===== src/rtl/uart_pkg.sv =====
// rtl/uart_pkg.sv - shared UART constants and receive FSM state encoding
package uart_pkg;

  localparam int DATA_BITS   = 8;
  localparam int SAMPLE_RATE = 16;
  localparam int CLK_HZ      = 50_000_000;
  localparam int BAUD_RATE   = 115_200;

  typedef enum logic [2:0] {
    IDLE   = 3'd0,
    START  = 3'd1,
    DATA   = 3'd2,
    PARITY = 3'd3,
    STOP   = 3'd4
  } rx_state_t;

endpackage


===== src/rtl/uart_rx_deserializer_if.sv =====
// rtl/uart_rx_deserializer_if.sv - received-byte handshake and error-flag bundle
// Optional: UART_RX_PARITY_EN adds parity_error.
// master (deserializer): drives rx_data, rx_data_valid, framing_error, overrun[, parity_error]; samples rx_data_read
// slave  (consumer):     the reverse
interface uart_rx_deserializer_if #(
  parameter int DATA_BITS = 8
);
  logic [DATA_BITS-1:0] rx_data;
  logic                 rx_data_valid;
  logic                 rx_data_read;
  logic                 framing_error;
  logic                 overrun;
`ifdef UART_RX_PARITY_EN
  logic                 parity_error;

  modport master (
    output rx_data, rx_data_valid, framing_error, overrun, parity_error,
    input  rx_data_read
  );
  modport slave (
    input  rx_data, rx_data_valid, framing_error, overrun, parity_error,
    output rx_data_read
  );
`else
  modport master (
    output rx_data, rx_data_valid, framing_error, overrun,
    input  rx_data_read
  );
  modport slave (
    input  rx_data, rx_data_valid, framing_error, overrun,
    output rx_data_read
  );
`endif
endinterface


===== src/rtl/sync_2ff.sv =====
// rtl/sync_2ff.sv - two-flop synchroniser with configurable reset value
// Ports: clock, reset_n (async active-low), d_i (asynchronous input), q_o (synchronised output)
module sync_2ff #(
  parameter logic RESET_VAL = 1'b0
) (
  input  logic clock,
  input  logic reset_n,
  input  logic d_i,
  output logic q_o
);
  logic meta_q;
  logic sync_q;

  always_ff @(posedge clock or negedge reset_n) begin
    if (!reset_n) begin
      meta_q <= RESET_VAL;
      sync_q <= RESET_VAL;
    end else begin
      meta_q <= d_i;
      sync_q <= meta_q;
    end
  end

  assign q_o = sync_q;
endmodule


===== src/rtl/uart_rx_deserializer.sv =====
// rtl/uart_rx_deserializer.sv - oversampled UART receiver, LSB-first, byte register with valid/read handshake
// Optional: UART_RX_PARITY_EN inserts an even-parity bit between data and stop.
// Ports: clock, reset_n (async active-low), rx (async serial line, idle high), tick (oversample strobe),
//        start_rx (start-edge pulse to the baud generator), rx_if (uart_rx_deserializer_if.master)
module uart_rx_deserializer #(
  parameter int SAMPLE_RATE = uart_pkg::SAMPLE_RATE,
  parameter int DATA_BITS   = uart_pkg::DATA_BITS
) (
  input  logic clock,
  input  logic reset_n,
  input  logic rx,
  input  logic tick,
  output logic start_rx,
  uart_rx_deserializer_if.master rx_if
);
  import uart_pkg::*;

  localparam int TW = $clog2(SAMPLE_RATE);
  localparam int BW = $clog2(DATA_BITS) + 1;

  localparam logic [2:0] S_IDLE   = IDLE;
  localparam logic [2:0] S_START  = START;
  localparam logic [2:0] S_DATA   = DATA;
  localparam logic [2:0] S_STOP   = STOP;
`ifdef UART_RX_PARITY_EN
  localparam logic [2:0] S_PARITY = PARITY;
`endif

  localparam logic [TW-1:0] HALF_M1  = TW'(SAMPLE_RATE / 2 - 1);
  localparam logic [TW-1:0] FULL_M1  = TW'(SAMPLE_RATE - 1);
  localparam logic [BW-1:0] LAST_BIT = BW'(DATA_BITS - 1);

  logic                 rx_s;
  logic                 rx_prev_q;
  logic [2:0]           state_q, state_d;
  logic [TW-1:0]        tick_cnt_q, tick_cnt_d;
  logic [BW-1:0]        bit_cnt_q, bit_cnt_d;
  logic [DATA_BITS-1:0] shift_q, shift_d;
  logic [DATA_BITS-1:0] data_q, data_d;
  logic                 valid_q, valid_d;
  logic                 overrun_q, overrun_d;
  logic                 fe_q, fe_d;
  logic                 fall;
  logic                 wrap;
  logic                 parity_bad;
`ifdef UART_RX_PARITY_EN
  logic                 par_q, par_d;
  logic                 pe_q, pe_d;
`endif

  sync_2ff #(.RESET_VAL(1'b1)) u_rx_sync (
    .clock   (clock),
    .reset_n (reset_n),
    .d_i     (rx),
    .q_o     (rx_s)
  );

  assign fall = rx_prev_q & ~rx_s;
  // Sampling point of every data/parity/stop bit: the tick that wraps the counter.
  assign wrap = tick && (tick_cnt_q == FULL_M1);

`ifdef UART_RX_PARITY_EN
  // Even parity: data bits plus parity bit must XOR to zero.
  assign parity_bad = ^{shift_q, par_q};
`else
  assign parity_bad = 1'b0;
`endif

  always_comb begin
    state_d    = state_q;
    tick_cnt_d = tick_cnt_q;
    bit_cnt_d  = bit_cnt_q;
    shift_d    = shift_q;
    data_d     = data_q;
    valid_d    = valid_q;
    overrun_d  = overrun_q;
    fe_d       = 1'b0;
    start_rx   = 1'b0;
`ifdef UART_RX_PARITY_EN
    par_d      = par_q;
    pe_d       = 1'b0;
`endif

    if (rx_if.rx_data_read) begin
      valid_d   = 1'b0;
      overrun_d = 1'b0;
    end

    case (state_q)
      S_IDLE: begin
        if (fall) begin
          start_rx   = 1'b1;
          tick_cnt_d = '0;
          state_d    = S_START;
        end
      end
      S_START: begin
        if (tick) begin
          if (tick_cnt_q == HALF_M1) begin
            if (rx_s) begin
              state_d = S_IDLE;
            end else begin
              tick_cnt_d = '0;
              bit_cnt_d  = '0;
              state_d    = S_DATA;
            end
          end else begin
            tick_cnt_d = tick_cnt_q + 1'b1;
          end
        end
      end
      S_DATA: begin
        if (tick) begin
          tick_cnt_d = tick_cnt_q + 1'b1;
          if (wrap) begin
            shift_d   = {rx_s, shift_q[DATA_BITS-1:1]};
            bit_cnt_d = bit_cnt_q + 1'b1;
            if (bit_cnt_q == LAST_BIT) begin
`ifdef UART_RX_PARITY_EN
              state_d = S_PARITY;
`else
              state_d = S_STOP;
`endif
            end
          end
        end
      end
`ifdef UART_RX_PARITY_EN
      S_PARITY: begin
        if (tick) begin
          tick_cnt_d = tick_cnt_q + 1'b1;
          if (wrap) begin
            par_d   = rx_s;
            state_d = S_STOP;
          end
        end
      end
`endif
      S_STOP: begin
        if (tick) begin
          tick_cnt_d = tick_cnt_q + 1'b1;
          if (wrap) begin
            state_d = S_IDLE;
            if (!rx_s) fe_d = 1'b1;
`ifdef UART_RX_PARITY_EN
            if (parity_bad) pe_d = 1'b1;
`endif
            if (rx_s && !parity_bad) begin
              data_d    = shift_q;
              valid_d   = 1'b1;
              // A read in the same cycle consumed the old byte, so nothing was lost.
              overrun_d = valid_q & ~rx_if.rx_data_read;
            end
          end
        end
      end
      default: state_d = S_IDLE;
    endcase
  end

  always_ff @(posedge clock or negedge reset_n) begin
    if (!reset_n) begin
      rx_prev_q  <= 1'b1;
      state_q    <= S_IDLE;
      tick_cnt_q <= '0;
      bit_cnt_q  <= '0;
      shift_q    <= '0;
      data_q     <= '0;
      valid_q    <= 1'b0;
      overrun_q  <= 1'b0;
      fe_q       <= 1'b0;
`ifdef UART_RX_PARITY_EN
      par_q      <= 1'b0;
      pe_q       <= 1'b0;
`endif
    end else begin
      rx_prev_q  <= rx_s;
      state_q    <= state_d;
      tick_cnt_q <= tick_cnt_d;
      bit_cnt_q  <= bit_cnt_d;
      shift_q    <= shift_d;
      data_q     <= data_d;
      valid_q    <= valid_d;
      overrun_q  <= overrun_d;
      fe_q       <= fe_d;
`ifdef UART_RX_PARITY_EN
      par_q      <= par_d;
      pe_q       <= pe_d;
`endif
    end
  end

  assign rx_if.rx_data       = data_q;
  assign rx_if.rx_data_valid = valid_q;
  assign rx_if.overrun       = overrun_q;
  assign rx_if.framing_error = fe_q;
`ifdef UART_RX_PARITY_EN
  assign rx_if.parity_error  = pe_q;
`endif
endmodule


===== src/flat_wrapper.sv =====
// flat-port wrapper written by rule: the top's interface ports become plain ports
module uart_rx_deserializer_flat import uart_pkg::*;
#(
  parameter int SAMPLE_RATE = uart_pkg::SAMPLE_RATE,
  parameter int DATA_BITS   = uart_pkg::DATA_BITS
)
  (clock, reset_n, rx, tick, start_rx, rx_if_rx_data, rx_if_rx_data_valid, rx_if_framing_error, rx_if_overrun, rx_if_rx_data_read);
  uart_rx_deserializer_if #(.DATA_BITS(DATA_BITS)) rx_if_i ();
  input  logic clock;
  input  logic reset_n;
  input  logic rx;
  input  logic tick;
  output logic start_rx;
  output wire logic [$bits(rx_if_i.rx_data)-1:0] rx_if_rx_data;
  output wire logic [$bits(rx_if_i.rx_data_valid)-1:0] rx_if_rx_data_valid;
  output wire logic [$bits(rx_if_i.framing_error)-1:0] rx_if_framing_error;
  output wire logic [$bits(rx_if_i.overrun)-1:0] rx_if_overrun;
  input wire logic [$bits(rx_if_i.rx_data_read)-1:0] rx_if_rx_data_read;
  assign rx_if_rx_data = rx_if_i.rx_data;
  assign rx_if_rx_data_valid = rx_if_i.rx_data_valid;
  assign rx_if_framing_error = rx_if_i.framing_error;
  assign rx_if_overrun = rx_if_i.overrun;
  assign rx_if_i.rx_data_read = rx_if_rx_data_read;
  uart_rx_deserializer #(.SAMPLE_RATE(SAMPLE_RATE), .DATA_BITS(DATA_BITS)) u_core (.clock(clock), .reset_n(reset_n), .rx(rx), .tick(tick), .start_rx(start_rx), .rx_if(rx_if_i));
endmodule

===== config.mk =====
export PLATFORM = sky130hd
export DESIGN_NAME = uart_rx_deserializer_flat
export DESIGN_NICKNAME = d
export VERILOG_FILES = /design/src/rtl/uart_pkg.sv /design/src/rtl/uart_rx_deserializer_if.sv /design/src/rtl/sync_2ff.sv /design/src/rtl/uart_rx_deserializer.sv /design/src/flat_wrapper.sv
export SDC_FILE = /design/constraint.sdc
export NUM_CORES = 1
export LEC_CHECK = 0
export BUFFER_PORTS_ARGS = -buffer_cell sky130_fd_sc_hd__clkbuf_2
export CAP_MARGIN = 20
export CORE_MARGIN = 2
export CORE_UTILIZATION = 50
export CTS_BUF_LIST = sky130_fd_sc_hd__clkbuf_8
export DETAILED_ROUTE_END_ITERATION = 8
export PLACE_DENSITY = 0.82
export SYNTH_ARGS = -nofsm -noshare
export SYNTH_HDL_FRONTEND = slang
export SYNTH_SLANG_ARGS = --single-unit

===== constraint.sdc =====
create_clock -name clock -period 3.63 [get_ports clock]
set_input_delay 0.726 -clock clock [delete_from_list [all_inputs] [get_ports clock]]
set_output_delay 0.726 -clock clock [all_outputs]
set_load 0.02 [all_outputs]

==> results.yml <==
floorplan:
  die-height_microns: 59.5
  fp.coreArea_sq_um: 3000
  io_pins: 17
  die_w_microns: 59.5
  start_util_pct: 51.4
  floorplan.rows: 20
  design.die.area_sq_um: 3550
cts:
  post_cts_resize_count: 0
  cts_tree: "done"
  cts_sinks: 33
  cts.root.buffer_cell: "clkbuf_8"
  numCtsBuffers: 5
  cts.path.max_buffers: 2
  ctsHtreeMaxLevel: 2
  worst_skew_pair.late_latency_ns: 0.29
  cts.reportedPaths.clkPinSlew_ns: 0.06
  cts_hold_repair.buffers: 0
  postCtsSetupRepairBufs: 0
sta:
  rsz0062_at_grt: "false"
  timing.fmax_mhz: 423
  final_min_period_over_clock_period_pct: 65.1
  final-hold-violation-count: 0
  totalNegativeSetupSlack_ns: 0
  final_max_slew_viol_count: 0
  tightest_slew_ns: 0.793
  finClkSkew_ns: 0.00890
  setup-violations-final: 0
  slew_headroom_pct: 47.1
  final.min_clock_period_ns: 2.36
min_path:
  hold_class: "reg -> reg"
power:
  power_density_nw_per_um2: 554
  p_leak_nw: 0.870
  p_sw_share_pct: 27.9
  cell_internal_pwr_w: 0.000701
  power.share.combinational_pct: 16.9
  worst_voltage_drop_across_the_vdd_grid_v: 0.000310
  power.net_switching_w: 0.000271
  clock_power_share_pct: 36.0
  p_seq_share_pct: 47.1
yosys:
  mappedNetlistNets: 127
  synth_top_area_share_pct: 48.7
  ys.warnings.count: 0
  synth-main-ff-cell: "dfrtp_1"
  synth_area_leader_cell: "dfrtp_1"
  post_synth.cell_area_avg_sq_um: 12.9
  synth-seq-area-share_pct: 53.8
  number_of_enable_type_register_cells_in_the_synthesized_netlist: 0
  postSynthCellCount: 120
  async_reset_ff_share_pct: 100
  synthMostInstantiatedCell: "dfrtp_1"
  post_synth_instance_area_sq_um: 1540
  synth.area.top_cells: "dfrtp_1 49%, mux2_4 7.8%, mux2_2 6.6%"
  synth.cells.most_frequent: "30 x dfrtp_1, 9 x mux2_2, 8 x mux2_4"
  ffs_latches_synth: 33
  synth.distinct_cells: 41
grt:
  grt_overflow: 0
  vias_in_the_first_global_route: 1044
  grt_pass1_wl_mm: 4.86
  grt.total_usage_pct: 18.9
  grt_antenna_before_repair: 0
  grt_max_degree: 34
final_layout:
  layout.core_utilization_pct: 58.5
  flow.area_growth_from_synthesis_pct: 13.9
  antenna_cells_inserted: 0
  layoutNonFillerInstCount: 173
  finish.net_count: 146
  drive_above_1_share_pct: 32.9
routing:
  via_per_inst: 5.98
  post_detailed_route_drc_marker_count: 0
  detail-route-antenna-nets: 0
  drt_pass1_iterations: 4
  drt-wirelength-per-cell_microns: 16.0
  starting_drt_drc_count: 111
  via_count: 1035
  wl_mm: 2.77
setup_path:
  critPathCaptureType: "output port"
  top_fanout_value_on_the_critical_path: 13
  arrival_ns: 1.64
  worstPathRequired_ns: 2.90
  worst_setup_path_start_kind: "register"
  critPathKind: "reg -> out"
placement:
  place.detailed.instances: 165
  dp_hpwl_mm: 1.88
  placement.io_buffers: 16
  globalplace.congestion: 0.870
status:
  status: "finished clean"
flow_run:
  maxCapViolCount: 0
critical path, cell delays in order (launching register included):
cell	delay (ns)
dfrtp_1	0.51
or3b_1	0.48
nor3_1	0.17
clkbuf_2	0.20
cells by family after synthesis:
logic type | Yosys count | share of synthesized area, %
AO/OA/AOI/OAI | 22 | 9.65
AND/OR/NAND/NOR | 34 | 15.4
adder cells (fa/ha/maj) | 2 | 1.62
flip-flops | 33 | 53.8
XOR/XNOR | 1 | 0.568
multiplexers | 20 | 16.5
buffers and inverters | 8 | 2.51
worst paths after layout:
| check | startpoint | depth (start not counted) | slack, ns | endpoint |
|---|---|---|---|---|
| hold reg to reg | u_core.u_rx_sync.meta_q$_DFF_PN1_ | 0 | 0.36 | u_core.u_rx_sync.q_o$_DFF_PN1_ |
| min in group asynchronous | reset_n | 1 | 0.51 | u_core.tick_cnt_q[2]$_DFFE_PN0P_ |
| max in group asynchronous | reset_n | 1 | 2.61 | u_core.bit_cnt_q[0]$_DFFE_PN0P_ |
| hold / removal | u_core.u_rx_sync.meta_q$_DFF_PN1_ | 0 | 0.36 | u_core.u_rx_sync.q_o$_DFF_PN1_ |
| setup / recovery | u_core.state_q[2]$_DFFE_PN0P_ | 3 | 1.27 | start_rx |
| setup reg to reg | u_core.state_q[0]$_DFFE_PN0P_ | 3 | 1.56 | u_core.rx_if.rx_data[4]$_DFFE_PN0P_ |
power by group through the flow:
stage	logic (W)	registers, W	clock network [W]
after floorplan	0.000141	0.000438	0
after global placement	0.000155	0.000457	0
after detailed placement	0.000164	0.000462	0
after CTS	0.000165	0.000455	0.000357
after global routing	0.000192	0.000462	0.000375
final	0.000164	0.000459	0.000350
per-stage QoR:
step	hold slack (ns)	instance area, sq um	worst slack (ns)	power, W
floorplan	0.345	1540	1.56	0.000579
global placement	0.346	1640	1.43	0.000612
detailed placement	0.347	1640	1.38	0.000626
CTS	0.356	1760	1.26	0.000978
global route	0.359	1760	1.20	0.00103
finish	0.356	1760	1.27	0.000973
placed cells by master (no fill, tap or decap), drive strengths merged:
cell     count
o2111ai      1
nor2         6
nand2b       1
mux2i        1
mux2        19
nand4b       1
o21ai        6
a22o         2
ha           2
a21oi        4
a221oi       1
clkbuf      22
dfrtp       30
o22ai        2
nand3b       4
dfstp        3
nor4         1
nor3         2
a311oi       1
a22oi        1
bufinv       1
o21bai       1
nand2        5
inv          5
o41ai        1
nand4        2
nor4b        1
nor2b        1
xnor2        1
and3b        1
and3         1
a41oi        1
nor3b        5
or3b         3
a221o        1
final cells by class:
| cell class | count | area, sq um |
|---|---|---|
| clock buffer | 6 | 82.6 |
| clock inverter | 2 | 33.8 |
| fill | 261 | 1250 |
| inverter | 4 | 15.0 |
| multi-input combinational | 79 | 674 |
| sequential | 33 | 830 |
| tap | 33 | 41.3 |
| timing repair buffer | 16 | 80.1 |
layer usage:
layer  wire (microns)  vias up  GRT usage [%]
met5                0        -              0
li1                 -      482              -
met2             1350       29           29.7
met4               40        0           6.67
met3              153        5           6.99
met1             1220      519           24.0
flip-flops by register name, indices dropped and copies added, names as in the netlist:
register and cells:
u_core.rx_if.framing_error 1, u_core.rx_if.rx_data_valid 1, u_core.rx_if.rx_data 8, u_core.shift_q 8, u_core.bit_cnt_q 4, u_core.u_rx_sync.q_o 1
u_core.tick_cnt_q 4, u_core.u_rx_sync.meta_q 1, u_core.state_q 3, u_core.rx_prev_q 1, u_core.rx_if.overrun 1
Power figures use the tool's default switching activity.
